==> config.mk <==
export PLATFORM = sky130hd
export DESIGN_NAME = tri_vertex_feeder
export DESIGN_NICKNAME = d
export VERILOG_FILES = /design/src/rtl/tri_feeder_pkg.sv /design/src/rtl/tri_vertex_table.sv /design/src/rtl/tri_vertex_feeder.sv
export SDC_FILE = /design/constraint.sdc
export NUM_CORES = 1
export LEC_CHECK = 0
export CAP_MARGIN = 0
export CORE_UTILIZATION = 45
export CTS_BUF_LIST = sky130_fd_sc_hd__clkbuf_4
export CTS_CLUSTER_DIAMETER = 150
export DETAILED_ROUTE_END_ITERATION = 6
export DONT_BUFFER_PORTS = 1
export GPL_ROUTABILITY_DRIVEN = 0
export GPL_TIMING_DRIVEN = 0
export PLACE_DENSITY = 0.71
export REMOVE_ABC_BUFFERS = 1
export SLEW_MARGIN = 10
export SYNTH_ARGS = -nofsm -noshare
export SYNTH_HDL_FRONTEND = slang
export SYNTH_SLANG_ARGS = --single-unit
export TNS_END_PERCENT = 100
==> constraint.sdc <==
create_clock -name clk -period 4.65 [get_ports clk]
set_clock_uncertainty 0.05 [all_clocks]
set_input_delay 1.1625 -clock clk [delete_from_list [all_inputs] [get_ports clk]]
set_output_delay 1.1625 -clock clk [all_outputs]
set_load 0.05 [all_outputs]
==> src/rtl/tri_feeder_pkg.sv <==
// ----------------------------------------------------------------------------
// tri_feeder_pkg
// Shared definitions for the triangle-vertex feeder:
//   - state encoding of the streaming FSM (IDLE .. WAIT_FIN)
//   - vertex slot offsets inside one triangle record (V0/V1/V2)
//   - vertex_slot(): which vertex of a triangle a streaming state presents
// ----------------------------------------------------------------------------
package tri_feeder_pkg;

    localparam logic [2:0] ENC_IDLE     = 3'd0;
    localparam logic [2:0] ENC_V1       = 3'd1;
    localparam logic [2:0] ENC_V2       = 3'd2;
    localparam logic [2:0] ENC_V3       = 3'd3;
    localparam logic [2:0] ENC_WAIT_ACK = 3'd4;
    localparam logic [2:0] ENC_WAIT_FIN = 3'd5;

    typedef enum logic [2:0] {
        S_IDLE     = ENC_IDLE,
        S_V1       = ENC_V1,
        S_V2       = ENC_V2,
        S_V3       = ENC_V3,
        S_WAIT_ACK = ENC_WAIT_ACK,
        S_WAIT_FIN = ENC_WAIT_FIN
    } state_t;

    localparam logic [1:0] VTX_V0 = 2'd0;
    localparam logic [1:0] VTX_V1 = 2'd1;
    localparam logic [1:0] VTX_V2 = 2'd2;

    // Vertex slot shown while sitting in a given state; non-vertex states map to V0
    function automatic logic [1:0] vertex_slot(input state_t s);
        logic [1:0] slot;
        case (s)
            S_V1:    slot = VTX_V0;
            S_V2:    slot = VTX_V1;
            S_V3:    slot = VTX_V2;
            default: slot = VTX_V0;
        endcase
        return slot;
    endfunction

endpackage

==> src/rtl/tri_vertex_table.sv <==
// ----------------------------------------------------------------------------
// tri_vertex_table
// Vertex register file, DEPTH entries of {x, y}. Cleared by the asynchronous
// reset, written on the falling clock edge, read combinationally.
// Ports:
//   clk      in   clock (writes on falling edge)
//   reset    in   asynchronous active-high clear of every entry
//   wr_en    in   write strobe (already qualified by the caller)
//   wr_addr  in   write slot; slots >= DEPTH are ignored
//   wr_data  in   {x, y} to store
//   rd_addr  in   read slot; slots >= DEPTH read as zero
//   rd_data  out  {x, y} stored at rd_addr
// ----------------------------------------------------------------------------
module tri_vertex_table #(
    parameter int COORD_W = 3,
    parameter int DEPTH   = 12,
    parameter int AW      = $clog2(DEPTH)
) (
    input  logic                 clk,
    input  logic                 reset,
    input  logic                 wr_en,
    input  logic [AW-1:0]        wr_addr,
    input  logic [2*COORD_W-1:0] wr_data,
    input  logic [AW-1:0]        rd_addr,
    output logic [2*COORD_W-1:0] rd_data
);

    logic [2*COORD_W-1:0] mem_r [DEPTH];

    // Storage: cleared on reset, single write port on the falling edge
    always_ff @(negedge clk or posedge reset) begin
        if (reset) begin
            for (int i = 0; i < DEPTH; i++) begin
                mem_r[i] <= {(2*COORD_W){1'b0}};
            end
        end else if (wr_en && (wr_addr < AW'(DEPTH))) begin
            mem_r[wr_addr] <= wr_data;
        end
    end

    // Combinational read with out-of-range slots returning zero
    always_comb begin
        rd_data = {(2*COORD_W){1'b0}};
        if (rd_addr < AW'(DEPTH)) begin
            rd_data = mem_r[rd_addr];
        end else begin
            rd_data = {(2*COORD_W){1'b0}};
        end
    end

endmodule

==> src/rtl/tri_vertex_feeder.sv <==
// ----------------------------------------------------------------------------
// tri_vertex_feeder
// Programmable triangle-vertex source feeding the rasterizer. A table of up to
// MAX_TRI triangles is loaded while idle; a start request streams tri_cnt
// triangles, one vertex per cycle, waiting for the rasterizer to accept
// (busy rising) and finish (busy falling) each one. Optional looping.
// All state and outputs update on the falling clock edge.
// Ports:
//   clk, reset                 clock (falling edge), async active-high reset
//   wr_en/wr_addr/wr_x/wr_y    table write port, honoured only while idle
//   tri_cnt, start, loop_en    pass length, start pulse, restart-after-last
//   busy                       rasterizer busy
//   nt, xo, yo, tri_idx        new-triangle strobe, vertex, triangle index
//   active, done, err          non-idle flag, pass-complete and error pulses
// ----------------------------------------------------------------------------
module tri_vertex_feeder
    import tri_feeder_pkg::*;
#(
    parameter int COORD_W = 3,
    parameter int MAX_TRI = 4,
    parameter int ACK_TO  = 16
) (
    input  logic                         clk,
    input  logic                         reset,
    input  logic                         wr_en,
    input  logic [$clog2(3*MAX_TRI)-1:0] wr_addr,
    input  logic [COORD_W-1:0]           wr_x,
    input  logic [COORD_W-1:0]           wr_y,
    input  logic [$clog2(MAX_TRI+1)-1:0] tri_cnt,
    input  logic                         start,
    input  logic                         loop_en,
    input  logic                         busy,
    output logic                         nt,
    output logic [COORD_W-1:0]           xo,
    output logic [COORD_W-1:0]           yo,
    output logic [$clog2(MAX_TRI)-1:0]   tri_idx,
    output logic                         active,
    output logic                         done,
    output logic                         err
);

    localparam int DEPTH = 3 * MAX_TRI;
    localparam int AW    = $clog2(DEPTH);
    localparam int TC_W  = $clog2(MAX_TRI + 1);
    localparam int TI_W  = $clog2(MAX_TRI);
    localparam int TO_W  = $clog2(ACK_TO + 1);
    localparam logic [TO_W-1:0] TO_LAST = TO_W'(ACK_TO - 1);
    localparam logic [TO_W-1:0] TO_MAX  = {TO_W{1'b1}};

    state_t                 state_r, state_nx_s;
    logic                   pending_r, pending_nx_s;
    logic [TC_W-1:0]        cnt_r, cnt_nx_s;
    logic [TI_W-1:0]        idx_nx_s;
    logic [TO_W-1:0]        to_cnt_r, to_nx_s;
    logic                   done_nx_s, err_nx_s;
    logic                   cnt_bad_s, last_tri_s, tbl_we_s, vtx_state_s;
    logic [AW-1:0]          rd_addr_s;
    logic [2*COORD_W-1:0]   rd_data_s;
    logic [COORD_W-1:0]     xo_nx_s, yo_nx_s;

    assign cnt_bad_s  = (tri_cnt == {TC_W{1'b0}}) || (tri_cnt > TC_W'(MAX_TRI));
    assign last_tri_s = !((TC_W'(tri_idx) + TC_W'(1'b1)) < cnt_r);
    // Table is writable only while nothing is being streamed
    assign tbl_we_s   = wr_en && (state_r == S_IDLE);
    // Read the vertex the next state will present, so xo/yo can be registered
    assign rd_addr_s  = AW'(idx_nx_s) * AW'(2'd3) + AW'(vertex_slot(state_nx_s));
    assign vtx_state_s = (state_nx_s == S_V1) || (state_nx_s == S_V2) || (state_nx_s == S_V3);

    tri_vertex_table #(
        .COORD_W (COORD_W),
        .DEPTH   (DEPTH),
        .AW      (AW)
    ) u_table (
        .clk     (clk),
        .reset   (reset),
        .wr_en   (tbl_we_s),
        .wr_addr (wr_addr),
        .wr_data ({wr_x, wr_y}),
        .rd_addr (rd_addr_s),
        .rd_data (rd_data_s)
    );

    // Next-state, pass bookkeeping and pulse decisions
    always_comb begin
        state_nx_s   = state_r;
        pending_nx_s = pending_r;
        cnt_nx_s     = cnt_r;
        idx_nx_s     = tri_idx;
        to_nx_s      = to_cnt_r;
        done_nx_s    = 1'b0;
        err_nx_s     = 1'b0;
        case (state_r)
            S_IDLE: begin
                if (start) begin
                    if (cnt_bad_s) begin
                        err_nx_s = 1'b1;
                    end else begin
                        pending_nx_s = 1'b1;
                        cnt_nx_s     = tri_cnt;
                    end
                end else if (pending_r && !busy) begin
                    // pending is consumed here so an aborted pass never restarts by itself
                    state_nx_s   = S_V1;
                    idx_nx_s     = {TI_W{1'b0}};
                    pending_nx_s = 1'b0;
                end else begin
                    state_nx_s = S_IDLE;
                end
            end
            S_V1: state_nx_s = S_V2;
            S_V2: state_nx_s = S_V3;
            S_V3: begin
                state_nx_s = S_WAIT_ACK;
                to_nx_s    = {TO_W{1'b0}};
            end
            S_WAIT_ACK: begin
                if (busy) begin
                    state_nx_s = S_WAIT_FIN;
                end else if (to_cnt_r >= TO_LAST) begin
                    state_nx_s = S_IDLE;
                    err_nx_s   = 1'b1;
                end else if (to_cnt_r != TO_MAX) begin
                    to_nx_s = to_cnt_r + TO_W'(1'b1);
                end else begin
                    to_nx_s = to_cnt_r;
                end
            end
            S_WAIT_FIN: begin
                if (busy) begin
                    state_nx_s = S_WAIT_FIN;
                end else if (!last_tri_s) begin
                    state_nx_s = S_V1;
                    idx_nx_s   = tri_idx + TI_W'(1'b1);
                end else if (loop_en) begin
                    state_nx_s = S_V1;
                    idx_nx_s   = {TI_W{1'b0}};
                end else begin
                    state_nx_s   = S_IDLE;
                    done_nx_s    = 1'b1;
                    pending_nx_s = 1'b0;
                end
            end
            default: begin
                state_nx_s   = S_IDLE;
                pending_nx_s = 1'b0;
            end
        endcase
    end

    // Vertex outputs: table data in V1..V3, zero everywhere else
    always_comb begin
        xo_nx_s = {COORD_W{1'b0}};
        yo_nx_s = {COORD_W{1'b0}};
        if (vtx_state_s) begin
            xo_nx_s = rd_data_s[2*COORD_W-1:COORD_W];
            yo_nx_s = rd_data_s[COORD_W-1:0];
        end else begin
            xo_nx_s = {COORD_W{1'b0}};
            yo_nx_s = {COORD_W{1'b0}};
        end
    end

    // State, counters and registered outputs, all on the falling edge
    always_ff @(negedge clk or posedge reset) begin
        if (reset) begin
            state_r   <= S_IDLE;
            pending_r <= 1'b0;
            cnt_r     <= {TC_W{1'b0}};
            to_cnt_r  <= {TO_W{1'b0}};
            tri_idx   <= {TI_W{1'b0}};
            nt        <= 1'b0;
            xo        <= {COORD_W{1'b0}};
            yo        <= {COORD_W{1'b0}};
            active    <= 1'b0;
            done      <= 1'b0;
            err       <= 1'b0;
        end else begin
            state_r   <= state_nx_s;
            pending_r <= pending_nx_s;
            cnt_r     <= cnt_nx_s;
            to_cnt_r  <= to_nx_s;
            tri_idx   <= idx_nx_s;
            nt        <= (state_nx_s == S_V1);
            xo        <= xo_nx_s;
            yo        <= yo_nx_s;
            active    <= (state_nx_s != S_IDLE);
            done      <= done_nx_s;
            err       <= err_nx_s;
        end
    end

endmodule

==> impl_metrics.csv <==
group,metric,value,unit
run_status,status,"finished, violations left",
run_status,violations,"negative setup slack",
critical_path,worstRegToRegCells,15,
clocking,worstSkewPairLatency,0.40,ns
route,drc_errors,0,
timing,final-setup-viol-count,13,
synthesis,netlist_area,4600,µm²
critical_path,required,2.52,ns
clocking,clk_path_buf_depth,2,
grt,grt_max_degree,58,
grt,use_met3,5.76,%
route,wl_per_cell,19.3,µm
layout,diodes,0,
layout,num-nets-final,363,
min_path,hp-class,"flop to flop",
timing,finalSetupTns,-8.25,ns
die,die_area,10600,µm²
place,dpl.hpwl,6220,µm
grt,grt_pass1_vias,2838,
die,initial_core_util,46.8,%
synthesis,synth.area.top_cells,"dfrtn_1, mux2_2, mux4_2",
route,vias,2673,
place,portBuffers,0,
clocking,cts_tree,"built",
layout,drive_above_1_share,42.2,%
critical_path,rrSetupSlack,-0.19,ns
die,core,9820,µm²
power,ir_worst_vdd,0.000453,V
timing,tightest_slew,0.788,ns
timing,hold_violations,0,
die,dieHeight,103,µm
synthesis,yosysWarningCount,0,
power,powerDensity,744,nW/µm²
power,p_leak,2.23,nW
route,first_pass_iters,4,
route,viasPerCell,5.66,
route,drt_iter0_markers,111,
synthesis,netlist.area_leader.share,52.2,%
job,drv_cap,0,
synthesis,synth.distinct_cells,48,
critical_path,crit_fanout,7,
critical_path,cp.arrival,3.89,ns
synthesis,synth_common_cells,"dfrtn_1, mux2_2, mux4_2",
synthesis,synth_area_per_cell,13.7,µm²
synthesis,synth.most_common_cell,"dfrtn_1",
clocking,cts_buffers,9,
synthesis,syn_inst,335,
synthesis,ys_ff_latch,96,
critical_path,endpoint_kind,"flop",
min_path,min_to,"u_table.mem_r[6]",
synthesis,async_reset_ff_share,100,%
timing,rsz0062_at_grt,"yes",
clocking,clk_pin_slew,0.10,ns
min_path,holdPathStages,1,
grt,grt_first_pass_wirelength,14800,µm
critical_path,worstReg2RegEnd,"xo[1]",
critical_path,crit_path_start_kind,"input pin",
die,rows,36,
critical_path,crit_type,"input pin to flop",
timing,relSlewSlack,47.3,%
die,dieWidth,103,µm
route,drt-total-wl,9100,µm
die,num_io_pins,31,
grt,use_met2,32.3,%
grt,use_met1,24.7,%
clocking,root_buffer,"clkbuf_4",
grt,grt_use_total,19.2,%
grt,antenna_found_initial,0,
route,final_antenna_net_count,0,
clocking,cts_sinks,96,
synthesis,synth-edff-count,0,
synthesis,yosys_most_used_dff,"dfrtn_1",
grt,top_usage_layer,"met2",
clocking,cts.htree.levels,3,
layout,areaGrowthSynthToFinish,8.33,%
synthesis,yosysSeqAreaShare,52.2,%
power,power.total,3.71,mW
grt,overflow,0,
critical_path,r2r_start,"tri_idx[0]",
timing,setup_ws,-1.36,ns
synthesis,yosys.area.top_type,"dfrtn_1",
timing,maxSlewViolCount,0,
min_path,hp-start,"u_table.mem_r[6]",
area by class of cell:
class / count / area, µm²
fillers: 868 / 4840
clock buffers: 10 / 75.1
repair buffers: 6 / 81.3
well taps: 133 / 166
multi-input cells: 209 / 2160
inverters: 12 / 47.5
clock inverters: 6 / 52.6
flip-flops and latches: 96 / 2400
kinds of logic after synthesis:
logic type / after synthesis / share of synthesized area [%]
fa+ha+maj: 10 / 3.05
flops: 96 / 52.2
mux: 94 / 27.4
simple gates: 70 / 8.82
compound gates: 33 / 5.28
xor+xnor: 2 / 0.381
buf+inv: 30 / 2.83
metrics by stage:
| stage | instances | instance area [µm²] | utilization, % | hold WS [ns] | setup WS [ns] |
|---|---|---|---|---|---|
| 3_3_place_gp | 450 | 4680 | 47.7 | 0.392 | -2.34 |
| 6_report | 472 | 4980 | 50.7 | 0.398 | -1.36 |
| 4_1_cts | 472 | 4980 | 50.7 | 0.404 | -1.35 |
| 3_5_place_dp | 451 | 4710 | 48.0 | 0.402 | -2.40 |
| 5_1_grt | 472 | 4980 | 50.7 | 0.412 | -1.45 |
| 2_1_floorplan | 317 | 4510 | - | 0.384 | -1.87 |
worst max-delay path, stage by stage:
cell      delay (ns)
nor3b_4         0.21
a22oi_2         0.10
a32o_2          0.25
fa_1            0.51
ha_2            0.17
inv_2           0.04
fa_2            0.58
buf_12          0.14
mux4_2          0.34
a221oi_2        0.30
nor2_1          0.07
power by group:
part           leakage, nW  internal [mW]  total [mW]  switching, mW
combinational        0.900          0.931        1.74          0.809
clock               0.0720          0.125       0.415          0.290
sequential            1.26           1.24        1.55          0.310
total                 2.23           2.30        3.71           1.41
state kept, by name (all words and copies together) (netlist names), 2 cells and up:
signal / count
state_r: 3
tri_idx: 2
cnt_r: 3
yo: 3
to_cnt_r: 5
xo: 3
u_table.mem_r: 72
placed cells by master, fill, tap and decap left out, types with 6 or more instances in the layout:
cell type / synthesis / layout
dfrtn_1: 96 / 96
clkbuf_4: 0 / 10
nand2_1: 15 / 15
o21ai_0: 7 / 7
a221oi_2: 0 / 6
mux4_2: 18 / 18
inv_1: 12 / 9
ha_1: 8 / 6
nor2b_1: 13 / 11
nor2_1: 15 / 14
a31oi_1: 6 / 6
mux2_2: 75 / 75
repair_timing:
action                     in CTS  in global routing
buffers inserted                5                  0
hold buffers                    0                  0
gates resized for setup        22                  1
setup endpoints to repair      30                 23
cloned                          0                  0
pin swaps                      14                  3
layer usage:
| metal | wire [µm] | share of wire (%) | vias up |
|---|---|---|---|
| li1 | - | - | 1220 |
| met1 | 4140 | 46 | 1395 |
| met2 | 4470 | 49 | 53 |
| met3 | 448 | 4.9 | 5 |
| met4 | 38 | 0.42 | 0 |
| met5 | 0 | 0 | - |
worst max path at each step:
| stage | endpoint | start |
|---|---|---|
| after global routing | yo[2] | start |
| after floorplan | xo[0] | loop_en |
| final | xo[1] | start |
| after global placement | yo[0] | busy |
| after detailed placement | xo[1] | busy |
| after CTS | xo[1] | start |
Power figures use the tool's default switching activity.
